===== src/rtl/neuron_pkg.sv =====
// Shared types and helpers for the neuron sequencing control path.
package neuron_pkg;

    typedef enum logic [2:0] {
        StIdle,
        StClear,
        StMac,
        StAct,
        StDone
    } seq_state_t;

    // Equals $clog2(n) for every legal n (n >= 2); never returns 0.
    function automatic int unsigned addr_width(input int unsigned n);
        return (n < 2) ? 1 : $clog2(n);
    endfunction

endpackage


===== src/rtl/weight_addr_counter.sv =====
// Weight/input select counter: steps 0..weight_n-1 while enabled, otherwise rests at 0.
module weight_addr_counter
    import neuron_pkg::*;
#(
    parameter int unsigned weight_n     = 5,
    parameter int unsigned addressWidth = addr_width(weight_n)
) (
    input  logic                    clk,
    input  logic                    rst,
    input  logic                    clr,
    input  logic                    en,
    output logic                    last,
    output logic [addressWidth-1:0] address
);

    localparam logic [addressWidth-1:0] LastAddr = addressWidth'(weight_n - 1);

    assign last = (address == LastAddr);

    // Returning to 0 after the last index keeps the count inside 0..weight_n-1.
    always_ff @(posedge clk) begin
        if (rst || clr) begin
            address <= '0;
        end else if (en) begin
            address <= last ? '0 : address + addressWidth'(1);
        end
    end

endmodule


===== src/rtl/neuron_seq_ctrl.sv =====
// Per-neuron sequencer: clear, multiply-accumulate over all weights, activate, signal done.
module neuron_seq_ctrl
    import neuron_pkg::*;
#(
    parameter int unsigned weight_n     = 5,
    parameter int unsigned data_width   = 16,
    localparam int unsigned addressWidth = addr_width(weight_n)
) (
    input  logic                    clk,
    input  logic                    rst,
    input  logic                    done_in,
    output logic                    done_out,
    output logic [addressWidth-1:0] address,
    output logic                    acc_clr,
    output logic                    acc_en,
    output logic                    act_en,
    output logic                    freeze_r,
    output logic                    busy,
    output logic                    overrun
);

    if (weight_n < 2) begin : g_bad_weight_n
        $error("neuron_seq_ctrl: weight_n must be 2 or more");
    end
    if (data_width < 1) begin : g_bad_data_width
        $error("neuron_seq_ctrl: data_width must be 1 or more");
    end

    seq_state_t state_q, state_d;
    logic       pending_q, pending_d;
    logic       overrun_d;
    logic       last;

    weight_addr_counter #(
        .weight_n     (weight_n),
        .addressWidth (addressWidth)
    ) u_addr (
        .clk     (clk),
        .rst     (rst),
        .clr     (state_q != StMac),
        .en      (state_q == StMac),
        .last    (last),
        .address (address)
    );

    always_comb begin
        state_d = state_q;
        unique case (state_q)
            StIdle:  state_d = done_in ? StClear : StIdle;
            StClear: state_d = StMac;
            StMac:   state_d = last ? StAct : StMac;
            StAct:   state_d = StDone;
            StDone:  state_d = (pending_q || done_in) ? StClear : StIdle;
            default: state_d = StIdle;
        endcase
    end

    // A request in DONE restarts directly; one already pending there is consumed,
    // so a further request in that cycle is dropped.
    always_comb begin
        pending_d = pending_q;
        overrun_d = overrun;
        if (state_q == StDone) begin
            pending_d = 1'b0;
            if (pending_q && done_in) overrun_d = 1'b1;
        end else if (state_q != StIdle && done_in) begin
            if (pending_q) overrun_d = 1'b1;
            else           pending_d = 1'b1;
        end
    end

    always_ff @(posedge clk) begin
        if (rst) begin
            state_q   <= StIdle;
            pending_q <= 1'b0;
            overrun   <= 1'b0;
            acc_clr   <= 1'b0;
            acc_en    <= 1'b0;
            act_en    <= 1'b0;
            done_out  <= 1'b0;
            freeze_r  <= 1'b1;
            busy      <= 1'b0;
        end else begin
            state_q   <= state_d;
            pending_q <= pending_d;
            overrun   <= overrun_d;
            acc_clr   <= (state_d == StClear);
            acc_en    <= (state_d == StMac);
            act_en    <= (state_d == StAct);
            done_out  <= (state_d == StDone);
            freeze_r  <= (state_d != StMac);
            busy      <= (state_d != StIdle);
        end
    end

endmodule


===== config.mk =====
export PLATFORM = sky130hd
export DESIGN_NAME = neuron_seq_ctrl
export DESIGN_NICKNAME = d
export VERILOG_FILES = /design/src/rtl/neuron_pkg.sv /design/src/rtl/weight_addr_counter.sv /design/src/rtl/neuron_seq_ctrl.sv
export SDC_FILE = /design/constraint.sdc
export NUM_CORES = 1
export LEC_CHECK = 0
export CORE_MARGIN = 8
export CORE_UTILIZATION = 40
export DETAILED_ROUTE_END_ITERATION = 16
export PLACE_DENSITY = 0.78
export RECOVER_POWER = 25
export SLEW_MARGIN = 30
export SYNTH_ARGS = -nofsm -noshare
export SYNTH_HDL_FRONTEND = slang
export SYNTH_SLANG_ARGS = --single-unit

===== constraint.sdc =====
create_clock -name clk -period 1.33 [get_ports clk]
set_clock_uncertainty 0.15 [all_clocks]
set_input_delay 0.399 -clock clk [delete_from_list [all_inputs] [get_ports clk]]
set_output_delay 0.399 -clock clk [all_outputs]
set_load 0.01 [all_outputs]

# Yosys cells after proc, flatten, opt, wreduce, memory -nomap -nowiden
# Index checks and enable logic that the tools add are counted.
# W data, S select, Z words.
[op_classes]
addsub = 1
eq_ne = 12
muxes = 9
n_reduce_logical = 11
[op_table]
columns = ["cell", "count"]
rows = [
  ["$pmux W3 S5", 1],
  ["$eq A3 B2 Y1 const B", 4],
  ["$eq A3 B3 Y1 const B", 3],
  ["$mux W1", 7],
  ["$eq A3 B1 Y1 const B", 2],
  ["$ne A3 B2 Y1 const B", 2],
  ["$reduce_bool A3 Y1", 2],
  ["$reduce_bool A2 Y1", 2],
  ["$add A3 B1 Y3 const B", 1],
  ["$logic_not A3 Y1", 1],
  ["$mux W3", 1],
  ["$reduce_and A3 Y1", 1],
  ["$logic_and A1 B1 Y1", 2],
  ["$logic_or A1 B1 Y1", 2],
  ["$ne A2 B1 Y1 const B", 1],
  ["$reduce_or A2 Y1", 1],
]
[word_totals]
regBits = 14
inputBits = 3
out_inout_bits = 10
wordCells = 43

# Longest topological paths before layout
[logic_depth]
ltp_word = 4
ltp_mapped = 5
ltp_nobuf = 5

# By module
# Synthesis repeated with hierarchy kept, for this count alone.
[unflattened]
hier_cells = 58
hier_area_um2 = 591.8
[modules_own_cells]
columns = ["module", "n_inst", "cells_each", "area_each_um2", "seq_area_each_um2"]
rows = [
  ["neuron_seq_ctrl", 1, 41, 420.4, 220.2],
  ["weight_addr_counter", 1, 17, 171.4, 60.1],
]

# Worst setup path after synthesis
# Ideal clock, no wire load.
[synth_timing]
path_kind = "register -> register"
startpoint = "reg u_addr.address[0]"
endpoint = "reg state_q[0]"
setup_time_ps = 120
arrival_ps = 994
t_required_ps = 1060
setup_slack_ps = 66
stages_incl_launch_ff = 6
n_path_buf = 0
period_less_slack_ps = 1264
cell_sequence = "dfxtp_1 > inv_1 > ha_1 > nand2_1 > nor4_2 > or2_1"
[synth_via]
elab_chain_cells = 3
[synth_lines]
columns = ["element", "line", "text"]
rows = [
  ["from (decl)", "weight_addr_counter.sv:13", "output logic [addressWidth-1:0] address"],
  ["from (signal assigned)", "weight_addr_counter.sv:25", "address <= last ? '0 : address + addressWidth'(1);"],
  ["$eq A3 B3 Y1", "weight_addr_counter.sv:18", "assign last = (address == LastAddr);"],
  ["$mux W1", "neuron_seq_ctrl.sv:51", "StMac: state_d = last ? StAct : StMac;"],
  ["$pmux W3 S5", "neuron_seq_ctrl.sv:48", "unique case (state_q)"],
  ["to (signal assigned)", "neuron_seq_ctrl.sv:74", "state_q <= StIdle;"],
  ["to (signal assigned)", "neuron_seq_ctrl.sv:84", "state_q <= state_d;"],
  ["to (decl)", "neuron_seq_ctrl.sv:29", "seq_state_t state_q, state_d;"],
]
# Every way passes these cells.
# A chain may end at the register's enable or synchronous reset.

==> metrics <==
Worst Path Required 1.41 ns; post-route ant nets 0; highest clock rate 761 MHz; Crit path arrival time 1.40 ns; CTS Buffer Depth 2; average wire per standard cell 12.6 um; Ys Warns 0; CTS H-tree lvls 1; post-synth cell types 23; most frequent cells in the layout dfxtp_1, buf_2, buf_4; hold path depth 3; initial DRC count 6; Ant. Diodes 0; GRT overflow 0; synthesis-stage register bit count 14; met2 wire len 528 um; Metal-1 WL 455 um; P_leak 0.325 nW; I/O Pins 13; DP Cell Count 80; register area share after synthesis 53.3%; Pre-Repair DR Iteration Count 4; Core Area 1270 um^2; Area Overhead vs Synth 36.9%; Post-Layout Inst Area 719 um^2; Power Total 853 uW; max-slew violations 0; power density over cell area 1190 nW/um^2; Synth Instances 49; clk_lat worst skew 0.28 ns; CTS buffer count 3; HP Class in -> reg; largest net degree at the start of global routing 11; Crit. End Element register; CP max FO 4; DIE HEIGHT 52.2 um; Layout Utilization 56.7%; gpl congestion 0.776; first-pass GRT wire length 1740 um; peak supply drop 0.607 mV; Non-Filler Instances 84; final hold violations 0; Final Critical Period 1.31 ns; DP Worst Slack -0.302 ns; Vias/cell 4.99; die area 2730 um^2; maxcap violations 0; Hold Worst Slack 0.307 ns; PortBufs 12; CP Launch Type primary input; DR WL met3 43 um; via count 419; row cnt 13; Starting Density 41.4%; Worst Max-Slew Pin Slew 0.399 ns; die extent in x 52.2 um; fin crit share 98.8%; Reg2Reg Depth 6; TritonCTS clock tree yes; Layout fillers 110; hold_buf cts 0; outcome complete, no violations; syn_nets 54; Slew headroom 73.4%; hpwl dp 730 um; Final Setup Violations 0; drt total wl 1060 um; CP Class in -> reg; CTS Sinks 14; Root Buffer clkbuf_4; Max Used Layer met4; synthesized cell area 526 um^2; Fin Setup TNS 0 ns; Avg Inst Size Synth 10.7 um^2; GR Util All Layers 8.44%; post-route setup slack 0.0160 ns; initial antenna violation count 0; DRC Markers 0; RSZ-0062 raised after global routing true; dpl cell area 687 um^2; Worst-path clk slew 0.09 ns; vias in the first global route 400; setup bufs post-CTS 0; Final #Nets 75; layout cells sized above 1 49.3%
layer usage:
metal  up-vias  GRT usage, %
met4         0          6.47
met5         -             0
li1        208             -
met1       199          9.18
met3         4          2.27
met2         8          13.6
flip-flops by register name, indices dropped and copies added, names as in the netlist:
register and flops:
busy 1, act_en 1, freeze_r 1, u_addr.address 3, acc_clr 1, overrun 1, state_q 3, acc_en 1
pending_q 1, done_out 1
worst max-delay path, stage by stage:
cell and delay (ns):
clkdlybuf4s50_1 0.44, buf_4 0.18, nor4_4 0.26, or2_1 0.13
synthesized netlist by cell type:
cell,count,share of area (%)
and3_1,2,2.4
o31ai_1,1,1.4
dfxtp_1,14,53
inv_1,3,2.1
xnor2_1,1,1.7
nand2b_4,1,2.6
nor2b_1,1,1.2
nor4_2,2,4.8
ha_1,2,4.8
a21oi_1,3,2.9
and3_2,1,1.4
and2b_1,1,1.4
or2_1,1,1.2
o21ai_0,3,2.9
nor4_1,1,1.2
o21a_1,2,2.9
nand3_1,1,0.95
nor2_1,3,2.1
nor3_1,1,0.95
nand2_1,1,0.71
nand2b_1,1,1.2
buf_6,2,4.3
a21oi_2,1,1.7
report_power, final:
part | internal (mW) | leakage (nW) | switching (mW)
registers | 0.439 | 0.116 | 0.0193
clock network | 0.167 | 0.0210 | 0.138
logic | 0.0465 | 0.188 | 0.0434
total | 0.652 | 0.325 | 0.201
layout make-up:
class / instances / area [um^2] / share of cell area (%)
clock buffer: 4 / 36.3 / 5.04
inverter: 3 / 11.3 / 1.57
multi-input combinational: 30 / 250 / 34.8
sequential: 14 / 285 / 39.7
tap: 15 / 18.8 / 2.61
timing repair buffer: 18 / 118 / 16.3
final timing paths:
kind / start / slack [ns] / to
setup / recovery: rst / 0.02 / state_q[0]
hold / removal: done_in / 0.31 / pending_q
hold reg to reg: u_addr.address[0] / 0.36 / u_addr.address[0]
setup reg to reg: u_addr.address[0] / 0.05 / state_q[0]
kinds of logic after synthesis:
| logic type | share of synthesized area [%] |
|---|---|
| fa+ha+maj | 4.76 |
| compound gates | 11.7 |
| simple gates | 22.1 |
| buf+inv | 6.43 |
| flops | 53.3 |
| xor+xnor | 1.67 |
repair_timing:
action / 4_1_cts / 5_1_grt
cloned: 0 / 0
pin swaps: 1 / 1
endpoints found under the setup margin: 12 / 5
resized for setup: 45 / 8
Note: power is estimated with default switching activity, not from simulation.
